[config.mk]
export PLATFORM = sky130hd
export DESIGN_NAME = adder_arbiter
export DESIGN_NICKNAME = d
export VERILOG_FILES = /design/src/rtl/adder_arb_pkg.sv /design/src/rtl/rr_arbiter.sv /design/src/rtl/select_adder.sv /design/src/rtl/adder_arbiter.sv
export SDC_FILE = /design/constraint.sdc
export NUM_CORES = 1
export LEC_CHECK = 0
export CAP_MARGIN = 30
export CORE_UTILIZATION = 45
export DETAILED_ROUTE_END_ITERATION = 10
export HOLD_SLACK_MARGIN = 0.02
export MAX_ROUTING_LAYER = met4
export PLACE_DENSITY = 0.91
export RECOVER_POWER = 100
export SKIP_LAST_GASP = 1
export SYNTH_ARGS = -nofsm -noshare
export SYNTH_HDL_FRONTEND = slang
export SYNTH_SLANG_ARGS = --single-unit
[constraint.sdc]
create_clock -name clk -period 6.8 [get_ports clk]
set_input_delay 1.36 -clock clk [delete_from_list [all_inputs] [get_ports clk]]
set_output_delay 1.36 -clock clk [all_outputs]
set_load 0.01 [all_outputs]
[src/rtl/adder_arb_pkg.sv]
// ============================================================================
// adder_arb_pkg : shared types and widths for the adder arbiter slice
// Rev 1.0 - initial release
// ============================================================================
`default_nettype none

package adder_arb_pkg;

    localparam int DATA_W = 32;
    localparam int SUM_W  = DATA_W + 1;
    localparam int BLK_W  = 8;

    typedef enum logic [1:0] {
        IDLE = 2'd0,
        CALC = 2'd1,
        RESP = 2'd2
    } state_t;

endpackage

`default_nettype wire

[src/rtl/rr_arbiter.sv]
// ============================================================================
// rr_arbiter : one-hot round-robin grant (fixed priority if
//              ADDER_ARB_FIXED_PRIO_EN is defined)
// Rev 1.0 - initial release
// ============================================================================
`default_nettype none

module rr_arbiter #(
    parameter  int NUM_REQ = 4,
    localparam int ID_W    = $clog2(NUM_REQ)
) (
    input  logic               clk,
    input  logic               rst,
    input  logic [NUM_REQ-1:0] req,
    input  logic               en,
    output logic [NUM_REQ-1:0] grant,
    output logic [ID_W-1:0]    idx
);

`ifdef ADDER_ARB_FIXED_PRIO_EN

    logic found;

    always_comb begin
        grant = '0;
        idx   = '0;
        found = 1'b0;
        for (int i = 0; i < NUM_REQ; i++) begin
            if (en && !found && req[i]) begin
                found    = 1'b1;
                grant[i] = 1'b1;
                idx      = ID_W'(i);
            end
        end
    end

`else

    logic [ID_W-1:0] ptr;
    logic [ID_W:0]   cand;
    logic            found;

    // Search upward from the pointer, folding back at NUM_REQ (handles non-power-of-2).
    always_comb begin
        grant = '0;
        idx   = '0;
        found = 1'b0;
        cand  = '0;
        for (int off = 0; off < NUM_REQ; off++) begin
            cand = {1'b0, ptr} + (ID_W+1)'(off);
            if (cand >= (ID_W+1)'(NUM_REQ)) begin
                cand = cand - (ID_W+1)'(NUM_REQ);
            end
            if (en && !found && req[cand[ID_W-1:0]]) begin
                found                    = 1'b1;
                grant[cand[ID_W-1:0]]    = 1'b1;
                idx                      = cand[ID_W-1:0];
            end
        end
    end

    always_ff @(posedge clk or posedge rst) begin
        if (rst) begin
            ptr <= '0;
        end else if (found) begin
            ptr <= (idx == ID_W'(NUM_REQ-1)) ? '0 : idx + ID_W'(1);
        end
    end

`endif

endmodule

`default_nettype wire

[src/rtl/select_adder.sv]
// ============================================================================
// select_adder : 32-bit carry-select adder built from 8-bit blocks
// Rev 1.0 - initial release
// ============================================================================
`default_nettype none

module select_adder
    import adder_arb_pkg::*;
(
    input  logic [DATA_W-1:0] a,
    input  logic [DATA_W-1:0] b,
    output logic [SUM_W-1:0]  sum
);

    localparam int NUM_BLK = DATA_W / BLK_W;

    logic [NUM_BLK:0] carry;

    assign carry[0] = 1'b0;

    // Each block precomputes both carry-in outcomes; the ripple only drives muxes.
    for (genvar i = 0; i < NUM_BLK; i++) begin : g_blk
        logic [BLK_W:0] s0;
        logic [BLK_W:0] s1;

        assign s0 = {1'b0, a[i*BLK_W +: BLK_W]} + {1'b0, b[i*BLK_W +: BLK_W]};
        assign s1 = {1'b0, a[i*BLK_W +: BLK_W]} + {1'b0, b[i*BLK_W +: BLK_W]} + (BLK_W+1)'(1);

        assign sum[i*BLK_W +: BLK_W] = carry[i] ? s1[BLK_W-1:0] : s0[BLK_W-1:0];
        assign carry[i+1]            = carry[i] ? s1[BLK_W]     : s0[BLK_W];
    end

    assign sum[DATA_W] = carry[NUM_BLK];

endmodule

`default_nettype wire

[src/rtl/adder_arbiter.sv]
// ============================================================================
// adder_arbiter : shares one carry-select adder among NUM_REQ requesters
//                 (ADDER_ARB_FIXED_PRIO_EN selects fixed-priority grant)
// Rev 1.0 - initial release
// ============================================================================
`default_nettype none

module adder_arbiter
    import adder_arb_pkg::*;
#(
    parameter  int NUM_REQ = 4,
    localparam int ID_W    = $clog2(NUM_REQ)
) (
    input  logic                      clk,
    input  logic                      rst,
    input  logic [NUM_REQ-1:0]        req_valid,
    output logic [NUM_REQ-1:0]        req_ready,
    input  logic [NUM_REQ*DATA_W-1:0] req_a,
    input  logic [NUM_REQ*DATA_W-1:0] req_b,
    output logic                      rsp_valid,
    input  logic                      rsp_ready,
    output logic [ID_W-1:0]           rsp_id,
    output logic [SUM_W-1:0]          rsp_sum
);

    state_t              state;
    state_t              state_nxt;
    logic                arb_en;
    logic [NUM_REQ-1:0]  grant;
    logic [ID_W-1:0]     grant_idx;
    logic                accept;
    logic [DATA_W-1:0]   op_a;
    logic [DATA_W-1:0]   op_b;
    logic [ID_W-1:0]     op_id;
    logic [SUM_W-1:0]    sum;

    // Gating with rst keeps req_ready low while reset is held.
    assign arb_en    = (state == IDLE) && !rst;
    assign accept    = |grant;
    assign req_ready = grant;

    rr_arbiter #(.NUM_REQ(NUM_REQ)) u_arb (
        .clk   (clk),
        .rst   (rst),
        .req   (req_valid),
        .en    (arb_en),
        .grant (grant),
        .idx   (grant_idx)
    );

    select_adder u_add (
        .a   (op_a),
        .b   (op_b),
        .sum (sum)
    );

    always_ff @(posedge clk or posedge rst) begin
        if (rst) begin
            state <= IDLE;
        end else begin
            state <= state_nxt;
        end
    end

    always_comb begin
        state_nxt = state;
        case (state)
            IDLE:    if (accept) state_nxt = CALC;
            CALC:    state_nxt = RESP;
            RESP:    if (rsp_ready) state_nxt = IDLE;
            default: state_nxt = IDLE;
        endcase
    end

    always_ff @(posedge clk or posedge rst) begin
        if (rst) begin
            op_a      <= '0;
            op_b      <= '0;
            op_id     <= '0;
            rsp_valid <= 1'b0;
            rsp_id    <= '0;
            rsp_sum   <= '0;
        end else begin
            if (state == IDLE && accept) begin
                op_a  <= req_a[grant_idx*DATA_W +: DATA_W];
                op_b  <= req_b[grant_idx*DATA_W +: DATA_W];
                op_id <= grant_idx;
            end
            if (state == CALC) begin
                rsp_sum   <= sum;
                rsp_id    <= op_id;
                rsp_valid <= 1'b1;
            end
            if (state == RESP && rsp_ready) begin
                rsp_valid <= 1'b0;
            end
        end
    end

endmodule

`default_nettype wire

==> results of run 1 <==
## through the flow
step	util (%)	cell area (µm²)	total power (µW)	setup slack, ns	std cells
finish	64.5	11600	5440	1.13	1514
global route	64.5	11600	5950	0.819	1514
CTS	64.8	11700	5500	1.71	1514
detailed placement	63.3	11400	4980	1.71	1498
global placement	63.3	11400	4830	1.76	1498
floorplan	-	8310	3940	2.65	1030
## state kept, by name (all words and copies together), names as in the netlist
register	flops
rsp_valid	1
rsp_sum	33
rsp_id	2
op_id	2
u_arb.ptr	2
op_b	32
state	2
op_a	32
## how the worst max path moves through the flow
| stage | end | slack [ns] |
|---|---|---|
| 6_report | op_id[0]$_DFFE_PP0P_ | 1.13 |
| 5_1_grt | op_b[13]$_DFFE_PP0P_ | 0.82 |
| 4_1_cts | req_ready[0] | 1.71 |
| 3_5_place_dp | req_ready[0] | 1.71 |
| 3_3_place_gp | req_ready[1] | 1.76 |
| 2_1_floorplan | op_a[0]$_DFFE_PP0P_ | 2.65 |
## layer usage
layer / part of all wire [%] / vias up / GRT usage [%]
li1: - / 4139 / -
met1: 44 / 3939 / 36.5
met2: 47 / 320 / 43.7
met3: 5.4 / 52 / 3.03
met4: 3.2 / 0 / 11.2
met5: 0 / - / -
## worst max-delay path, stage by stage
cell	delay (ns)
dlygate4sd3_1	0.70
mux2i_1	0.12
o21ai_0	0.47
o21bai_1	0.23
nor2_1	0.12
a221o_1	0.41
nor4_4	0.34
clkbuf_1	1.74
mux2_1	0.41
## kinds of logic after synthesis
kind of cell / after synthesis
xor+xnor: 39
fa+ha+maj: 48
buf+inv: 92
compound gates: 255
flops: 106
simple gates: 477
mux: 13
## cells in the final DEF, fill, tap and decap left out, types with 10 or more instances in the layout
cell type	n
a211oi_1	67
a21oi_1	27
and2_1	67
and3_1	69
clkdlybuf4s50_1	260
dfrtp_1	106
dlygate4sd3_1	42
ha_1	44
inv_1	18
mux2i_1	10
nand2_1	254
nand3_1	11
nor2_1	25
nor3_1	10
o21ai_0	37
o31ai_1	69
xnor2_1	28
xor2_1	11
## cell type report
cell class	instances	area, µm²
clock buffer	10	229
inverter	20	78.8
sequential	106	2650
multi-input combinational	832	5250
tap	229	287
fill	1495	6390
clock inverter	6	42.5
timing repair buffer	311	3090
## report_power, final
group          internal [µW]  switching [µW]  leakage (µW)
clock network            250             247      0.000129
logic                   1580            2160       0.00369
registers                970             235       0.00132
total                   2800            2640       0.00513
==> results.ini, run 1 <==
[run_status]
run_status=complete, but fails checks
violations=capacitance limit, slew limit

[logic_synthesis]
synth_sequential_area_ratio_pct=31.9
yosys-mux-area-fraction_pct=1.61
synth_enable_flop_cells=0
synth_top_cell_by_area=dfrtp_1
synth_compound_area_share_pct=21.5
synth.cell_area_mm2=0.00831
area_share_of_the_largest_cell_type_after_synthesis_pct=31.9
count_of_state_elements_after_synthesis=106
syn_area_per_cell_um2=8.07
yosys_warnings=0
synth_most_common_cell=nand2_1
synth_xor_xnor_area_share_pct=4.11
ys_dominant_reg_cell=dfrtp_1
synth-async-reset-ratio_pct=100
synth.area.top_cells=dfrtp_1 32%, nand2_1 11%, ha_1 6.6%, o31ai_1 6.2%, a211oi_1 6.0%
synthCells=1030
synth_top_family_by_area=simple AND/OR/NAND/NOR gates
synth_commonest_cells=254 x nand2_1, 106 x dfrtp_1, 69 x and3_1, 69 x o31ai_1
yosys.cell_types.count=70
synthAdderAreaFrac_pct=7.58
synth.net_count=1341
synth_simple_gate_area_share_pct=28.4

[clock_tree]
cts-root-to-sink-buffers=2
total_of_hold_buffers_inserted_after_clock_tree_synthesis=0
root_buffer=clkbuf_16
cts-buffers-inserted=9
cts_repair_resize_count=0
numClockSinks=106
tritoncts_clock_tree=built
postCtsSetupRepairBufs=0
cts.clk_slew.worst_paths_ns=0.07
htree_num_levels=3
clock_latency_ns=0.36

[routing]
post-route-drc-count=0
wl_per_cell_um=16.7
route.detailed.vias_per_inst=5.58
detailroute.via_count=8450
ant_nets=0
first_iter_violations=571
route.final.wire_length_mm=25.3
drtPass1Iterations=5

[critical_path]
r2r_endpoint=op_id[0]$_DFFE_PP0P_
regToRegSetupSlack_ns=1.38
path_class=input port to flip-flop
reg2reg_depth=10
critPathLaunchType=input port
critical_path.max_fanout=57
critical_path.endpoint_type=flip-flop
worst_ep_arrival_time_ns=5.91
cp.required_ns=7.03
timing.critical_path.from=req_valid[1]
origin_of_the_critical_flop_to_flop_path=u_arb.ptr[0]$_DFFE_PP0P_

[global_route]
grt_start_max_net_pins=111
first_global_vias=7871
grt_overflow=0
grt.total_usage_pct=27.8
grt_pass1_wl_mm=39.7
antenna_found_initial=0

[timing]
hold_slack_ns=0.473
timing.final.crit_share_pct=83.4
final-hold-violation-count=0
final-max-slew-violation-count=174
skew_ns=0.0105
final_setup_fails=0
post-route-min-period_ns=5.67
slew_headroom_pct=-67.4
setup-tns-final_ns=0
timing_worst_slew_pin_value_ns=2.51
rsz0062_at_grt=false
max_clock_freq_mhz=176

[placement]
io_buffer_count=302
gp_congestion=0.934
hpwl_mm=19.5

[die]
design.die.area_mm2=0.0190
pin_count=303
initial_core_utilization_pct=46.1
placement_rows=49
core_mm2=0.0180
floorplan.die.height_um=138
die-width_um=138

[worst_hold_path]
whs_path_depth=2
timing.hold.worst_endpoint=rsp_sum[4]$_DFFE_PP0P_
min_path_type=flip-flop to flip-flop
holdCritStartpoint=rsp_sum[4]$_DFFE_PP0P_

[layout]
layout_stage_area_growth_over_the_synthesis_result_pct=39.9
post_route_cells_drive_above_1_share_pct=3.81
n_antenna_cell=0
finalNetCount=1591

[job]
drv_cap=4

[pwr]
ir_drop_mv=0.271
power-per-cell-area_mw_per_mm2=468
p_leak_uw=0.00513

No activity file was read; power rests on OpenSTA's default activity.
==> run 2: changes to the inputs <==
Clock period 6.8 ns to 5.4 ns, I/O delays scaled along.
==> run 2 against run 1 <==
The flow still finishes with violations (capacitance limit, slew limit). Non-clock buffer count is 1 higher. Final cell count hardly changed. Sequential share of layout area is 0.17 points lower. Clock skew is 0.0035 ns lower.
==> results.ini, run 2 (same netlist as run 1, synthesis figures left out) <==
[run_status]
run_status=complete, but fails checks
violations=capacitance limit, slew limit

[clock_tree]
cts.clk_slew.worst_paths_ns=0.07  ; about the same
cts-buffers-inserted=9  ; unchanged
numClockSinks=106  ; unchanged
clock_latency_ns=0.35  ; about the same
htree_num_levels=3  ; unchanged
root_buffer=clkbuf_16
total_of_hold_buffers_inserted_after_clock_tree_synthesis=0  ; unchanged
cts-root-to-sink-buffers=2  ; unchanged
tritoncts_clock_tree=built
cts_repair_resize_count=0  ; unchanged
postCtsSetupRepairBufs=0  ; unchanged

[layout]
post_route_cells_drive_above_1_share_pct=3.97  ; +0.16 points
layout_stage_area_growth_over_the_synthesis_result_pct=41.0
largest_registers=rsp_sum: 33 flops, op_a: 32 flops, op_b: 32 flops
fin_util_pct=65.0  ; +0.49 points
finalNetCount=1592  ; +0.063%
fillCellCount=1538  ; +2.9%
largest_register_ffs=33  ; unchanged
final_cell_mix=261 x clkdlybuf4s50_1, 253 x nand2_1, 106 x dfrtp_1, 69 x and3_1, 69 x o31ai_1
final_common_cell=clkdlybuf4s50_1
max_flop_register=rsp_sum
final_area_mm2=0.0117  ; +0.75%

[timing]
slew_headroom_pct=-59.2  ; +8.2 points
final-max-slew-violation-count=154  ; -11%
timing.final.crit_share_pct=89.7
setup-tns-final_ns=0  ; unchanged
final_setup_fails=0  ; unchanged
timing_worst_slew_pin_value_ns=2.39  ; -0.123 ns
rsz0062_at_grt=false
final-hold-violation-count=0  ; unchanged
skew_ns=0.00708  ; -0.00346 ns
max_clock_freq_mhz=206
post-route-min-period_ns=4.84

[critical_path]
path_class=flip-flop to output pin
cp_cell_sequence=inv_1 > ha_1 > mux2_1 > nand2_1 > o21ai_2 > nor4b_2 > a22o_1 > a221o_1 > dlygate4sd3_1
critical_path.endpoint_type=output pin
critical_path.max_stage_delay_ns=0.63  ; -1.11 ns
cp.required_ns=4.32  ; -2.71 ns
path_delay_family=buffers and inverters
regToRegSetupSlack_ns=0.61  ; -0.77 ns
timing.critical_path.buf_inv=2  ; unchanged
worst_ep_arrival_time_ns=3.76  ; -2.15 ns
worst-path-stages=9  ; unchanged
worst_path_max_delay_cell=dfrtp_1
critPathLaunchType=flip-flop
critical_path.max_fanout=13  ; -77%
reg2reg_depth=12  ; +2

[routing]
post-route-drc-count=0  ; unchanged
drtPass1Iterations=5  ; unchanged
ant_nets=0  ; unchanged
first_iter_violations=443  ; -22%
route.final.wire_length_mm=24.8  ; -2.0%
route.detailed.vias_per_inst=5.50  ; -1.4%
detailroute.via_count=8334  ; -1.4%
wl_per_cell_um=16.4  ; -2.1%

[worst_hold_path]
min_path_type=flip-flop to flip-flop
whs_path_depth=2  ; unchanged

[global_route]
first_global_vias=7887  ; +0.20%
grt.total_usage_pct=27.3  ; -0.43 points
antenna_found_initial=0  ; unchanged
grt_overflow=0  ; unchanged
grt_pass1_wl_mm=39.0  ; -1.8%
grt_start_max_net_pins=130  ; +17%

[pwr]
power-per-cell-area_mw_per_mm2=590  ; +26%
ir_drop_mv=0.564  ; +110%
p_leak_uw=0.00518  ; +0.94%

[placement]
io_buffer_count=302  ; unchanged
placed_area_mm2=0.0115  ; +0.51%
gp_congestion=0.940  ; +0.72%
hpwl_mm=19.5  ; about the same

[die]
initial_core_utilization_pct=46.1  ; unchanged
design.die.area_mm2=0.0190  ; unchanged
pin_count=303  ; unchanged
die-width_um=138  ; unchanged
placement_rows=49  ; unchanged
core_mm2=0.0180  ; unchanged
floorplan.die.height_um=138  ; unchanged

[job]
drv_cap=4  ; unchanged

run 2: cell count changes in the layout (fill, tap and decap cells not counted), moves of 2 or more:
cell / delta
buf_12: +3
buf_4: -2
clkbuf_8: +3
clkinv_2: -2
run 2: report_power, final:
| part | switching, µW | internal [µW] |
|---|---|---|
| Sequential | 303 | 1220 |
| Combinational | 2680 | 2030 |
| Clock | 295 | 397 |
| Total | 3270 | 3650 |
run 2: layout make-up:
| cell class | count | area [µm²] | area share [%] |
|---|---|---|---|
| clock buffers | 12 | 267 | 2.27 |
| diodes | 1 | 2.50 | 0.0214 |
| inverters | 20 | 76.3 | 0.651 |
| flip-flops and latches | 106 | 2650 | 22.6 |
| multi-input cells | 832 | 5260 | 44.8 |
| repair buffers | 312 | 3130 | 26.7 |
| clock inverters | 3 | 46.3 | 0.395 |
| well taps | 229 | 287 | 2.44 |
run 2: metal layers:
layer | routed length [µm] | GRT usage, % | up-vias
met2 | 11800 | 42.5 | 254
li1 | - | - | 4149
met3 | 1190 | 3.47 | 43
met4 | 741 | 10.4 | 0
met1 | 11100 | 36.3 | 3888
met5 | 0 | - | -
run 2: metrics by stage:
step           setup WS [ns]  hold slack, ns  power (µW)  instances
2_1_floorplan           1.53           0.434        4960       1030
4_1_cts                0.596           0.470        7030       1514
6_report               0.557           0.464        6920       1515
3_5_place_dp           0.846           0.454        6310       1499
3_3_place_gp           0.920           0.447        6130       1498
5_1_grt                0.289           0.496        7570       1514
run 2: worst paths after layout:
| check | from | to |
|---|---|---|
| max in group asynchronous | rst | rsp_sum[15]$_DFFE_PP0P_ |
| worst max register to register | u_arb.ptr[0]$_DFFE_PP0P_ | op_a[23]$_DFFE_PP0P_ |
| worst min register to register | rsp_sum[4]$_DFFE_PP0P_ | rsp_sum[4]$_DFFE_PP0P_ |
| min in group asynchronous | rst | rsp_sum[4]$_DFFE_PP0P_ |
| worst min-delay path | rsp_sum[4]$_DFFE_PP0P_ | rsp_sum[4]$_DFFE_PP0P_ |
| worst max-delay path | u_arb.ptr[0]$_DFFE_PP0P_ | req_ready[3] |
run 2: worst min-delay path, stage by stage, from the launching register on:
cell and delay [ns]:
dfrtp_1 0.34, nand2_1 0.05, nand2_1 0.05
==> run 3: changes to the inputs <==
Settings changed: ABC_CLOCK_PERIOD_IN_PS from default to 5400, CTS_BUF_LIST from default to sky130_fd_sc_hd__clkbuf_4 sky130_fd_sc_hd__clkbuf_8.
==> run 3 against run 2 <==
The run still ends with capacitance limit, slew limit left. Design area shrank 0.84%. Via count grew 0.59%. Worst hold slack gained 0.0070 ns. Register-to-register slack gained 0.04 ns. Power shrank 2.3%. Die area is the same. Clock-buffer cell count is the same. Global-route usage is essentially flat. Clock skew shrank 0.0016 ns. Clock power shrank 24%. Core utilization shrank 0.55 points. Final cell count is essentially flat. Critical path type unchanged. Highest routed layer unchanged.
==> results.ini, run 3 (same netlist as run 1, synthesis figures left out) <==
[run_status]
run_status=complete, but fails checks
violations=capacitance limit, slew limit

[global_route]
grt-busiest-layer=met2
antenna_found_initial=0  ; unchanged
grt.met3_usage_pct=4.24  ; +0.77 points
grt_start_max_net_pins=130  ; unchanged
grt.total_usage_pct=27.4  ; about the same
grt_pass1_wl_mm=38.8  ; -0.30%
met2_usage_pct=42.5  ; about the same
gr-usage-met1_pct=36.3  ; -0.046 points
first_global_vias=7878  ; -0.11%
grt_overflow=0  ; unchanged

[timing]
slew_headroom_pct=-56.9  ; +2.2 points
rsz0062_at_grt=false
setup-tns-final_ns=0  ; unchanged
final-max-slew-violation-count=154  ; unchanged
final-hold-violation-count=0  ; unchanged
timing.final.crit_share_pct=90.6  ; +0.87 points
skew_ns=0.00546  ; -0.00162 ns
final_setup_fails=0  ; unchanged
max_clock_freq_mhz=204  ; -0.96%
post-route-min-period_ns=4.89  ; +0.0471 ns
timing_worst_slew_pin_value_ns=2.35  ; -0.0335 ns

[clock_tree]
clock_latency_ns=0.38  ; +0.03 ns
cts_repair_resize_count=0  ; unchanged
total_of_hold_buffers_inserted_after_clock_tree_synthesis=0  ; unchanged
htree_num_levels=3  ; unchanged
postCtsSetupRepairBufs=0  ; unchanged
cts-buffers-inserted=9  ; unchanged
tritoncts_clock_tree=built
cts.clk_slew.worst_paths_ns=0.09  ; +0.02 ns
numClockSinks=106  ; unchanged
cts-root-to-sink-buffers=2  ; unchanged
root_buffer=clkbuf_8

[critical_path]
critical_path.max_fanout=13  ; unchanged
critical_path.max_stage_delay_ns=0.63  ; about the same
critical_path.endpoint_type=output pin
path_delay_family=buffers and inverters
cp.required_ns=4.32  ; about the same
critPathLaunchType=flip-flop
worst_path_max_delay_cell=dfrtp_1
cp_cell_sequence=inv_1 > ha_1 > mux2_1 > nand2_1 > o21ai_2 > nor4b_2 > a22o_1 > a221o_1 > dlygate4sd3_1
worst_ep_arrival_time_ns=3.81  ; +0.05 ns
path_class=flip-flop to output pin
timing.critical_path.buf_inv=2  ; unchanged

[pwr]
ir_drop_mv=0.560  ; -0.70%
p_leak_uw=0.00513  ; -0.89%
power-per-cell-area_mw_per_mm2=582  ; -1.5%

[routing]
ant_nets=0  ; unchanged
route.final.wire_length_mm=24.9  ; +0.31%
drtPass1Iterations=7  ; +2
route.detailed.vias_per_inst=5.53  ; +0.52%
post-route-drc-count=0  ; unchanged
first_iter_violations=451  ; +1.8%
detailroute.via_count=8383  ; +0.59%
wl_per_cell_um=16.4  ; +0.25%

[placement]
io_buffer_count=302  ; unchanged
gp_congestion=0.940  ; unchanged
hpwl_mm=19.5  ; unchanged

[die]
initial_core_utilization_pct=46.1  ; unchanged
design.die.area_mm2=0.0190  ; unchanged
pin_count=303  ; unchanged
placement_rows=49  ; unchanged
core_mm2=0.0180  ; unchanged
floorplan.die.height_um=138  ; unchanged
die-width_um=138  ; unchanged

[job]
drv_cap=4  ; unchanged

[layout]
largest_register_ffs=33  ; unchanged
final_common_cell=clkdlybuf4s50_1
final_cell_mix=261 x clkdlybuf4s50_1, 253 x nand2_1, 106 x dfrtp_1, 69 x and3_1, 69 x o31ai_1
multi_input_comb_area_mm2=0.00526  ; unchanged
post_route_cells_drive_above_1_share_pct=3.97  ; unchanged
largest_registers=rsp_sum: 33 flops, op_a: 32 flops, op_b: 32 flops
ff_latch_area_mm2=0.00265  ; unchanged
fillCellCount=1548  ; +0.65%
layout_stage_area_growth_over_the_synthesis_result_pct=39.8
max_flop_register=rsp_sum
finalNetCount=1592  ; unchanged
fin_util_pct=64.5  ; -0.55 points

[worst_hold_path]
min_path_type=flip-flop to flip-flop

[run 3: changes by cell type in the layout (fill, tap and decap cells not counted), sizes merged]
cell,previous run,this run
diode,1,2
[run 3: final cells by class]
| class | count | area share (%) |
|---|---|---|
| repair buffers | 312 | 27.0 |
| well taps | 229 | 2.47 |
| clock buffers | 12 | 1.42 |
| clock inverters | 3 | 0.398 |
| diodes | 2 | 0.0431 |
| multi-input cells | 832 | 45.2 |
| flip-flops and latches | 106 | 22.8 |
| inverters | 20 | 0.657 |
[run 3: path summary, 6_finish.rpt]
path	depth (start not counted)	slack [ns]	startpoint	to
max in group asynchronous	3	1.07	rst	rsp_sum[15]$_DFFE_PP0P_
setup / recovery	9	0.51	u_arb.ptr[0]$_DFFE_PP0P_	req_ready[3]
setup reg to reg	12	0.65	u_arb.ptr[0]$_DFFE_PP0P_	op_a[23]$_DFFE_PP0P_
min in group asynchronous	2	1.63	rst	rsp_sum[4]$_DFFE_PP0P_
hold reg to reg	2	0.47	rsp_sum[4]$_DFFE_PP0P_	rsp_sum[4]$_DFFE_PP0P_
hold / removal	2	0.47	rsp_sum[4]$_DFFE_PP0P_	rsp_sum[4]$_DFFE_PP0P_
[run 3: worst reg2reg max path, cell delays in order (launching register included)]
cell	delay (ns)
dfrtp_1	0.63
inv_1	0.29
ha_1	0.50
mux2_1	0.25
nand2_1	0.07
o21ai_2	0.15
o21bai_1	0.21
nor2_1	0.12
a221o_1	0.38
nor4_1	1.44
buf_12	0.36
nand2_1	0.17
o31ai_1	0.08
[run 3: power breakdown]
group | switching (µW) | internal [µW]
Sequential | 303 | 1220
Clock | 275 | 252
Combinational | 2680 | 2030
[run 3: metal layers]
metal	part of all wire [%]	routed length, µm
met5	0	0
met4	3.0	744
met3	5.3	1330
met2	47	11800
met1	44	11000
[run 3: metrics by stage]
step                      power [µW]  hold WS, ns  std cells  worst slack (ns)  instance area [µm²]
after CTS                       6860        0.476       1514             0.547                11700
after floorplan                 4960        0.434       1030              1.53                 8310
after detailed placement        6310        0.454       1499             0.846                11500
after global placement          6130        0.447       1498             0.920                11400
final                           6760        0.471       1516             0.510                11600
after global routing            7410        0.504       1514             0.257                11600
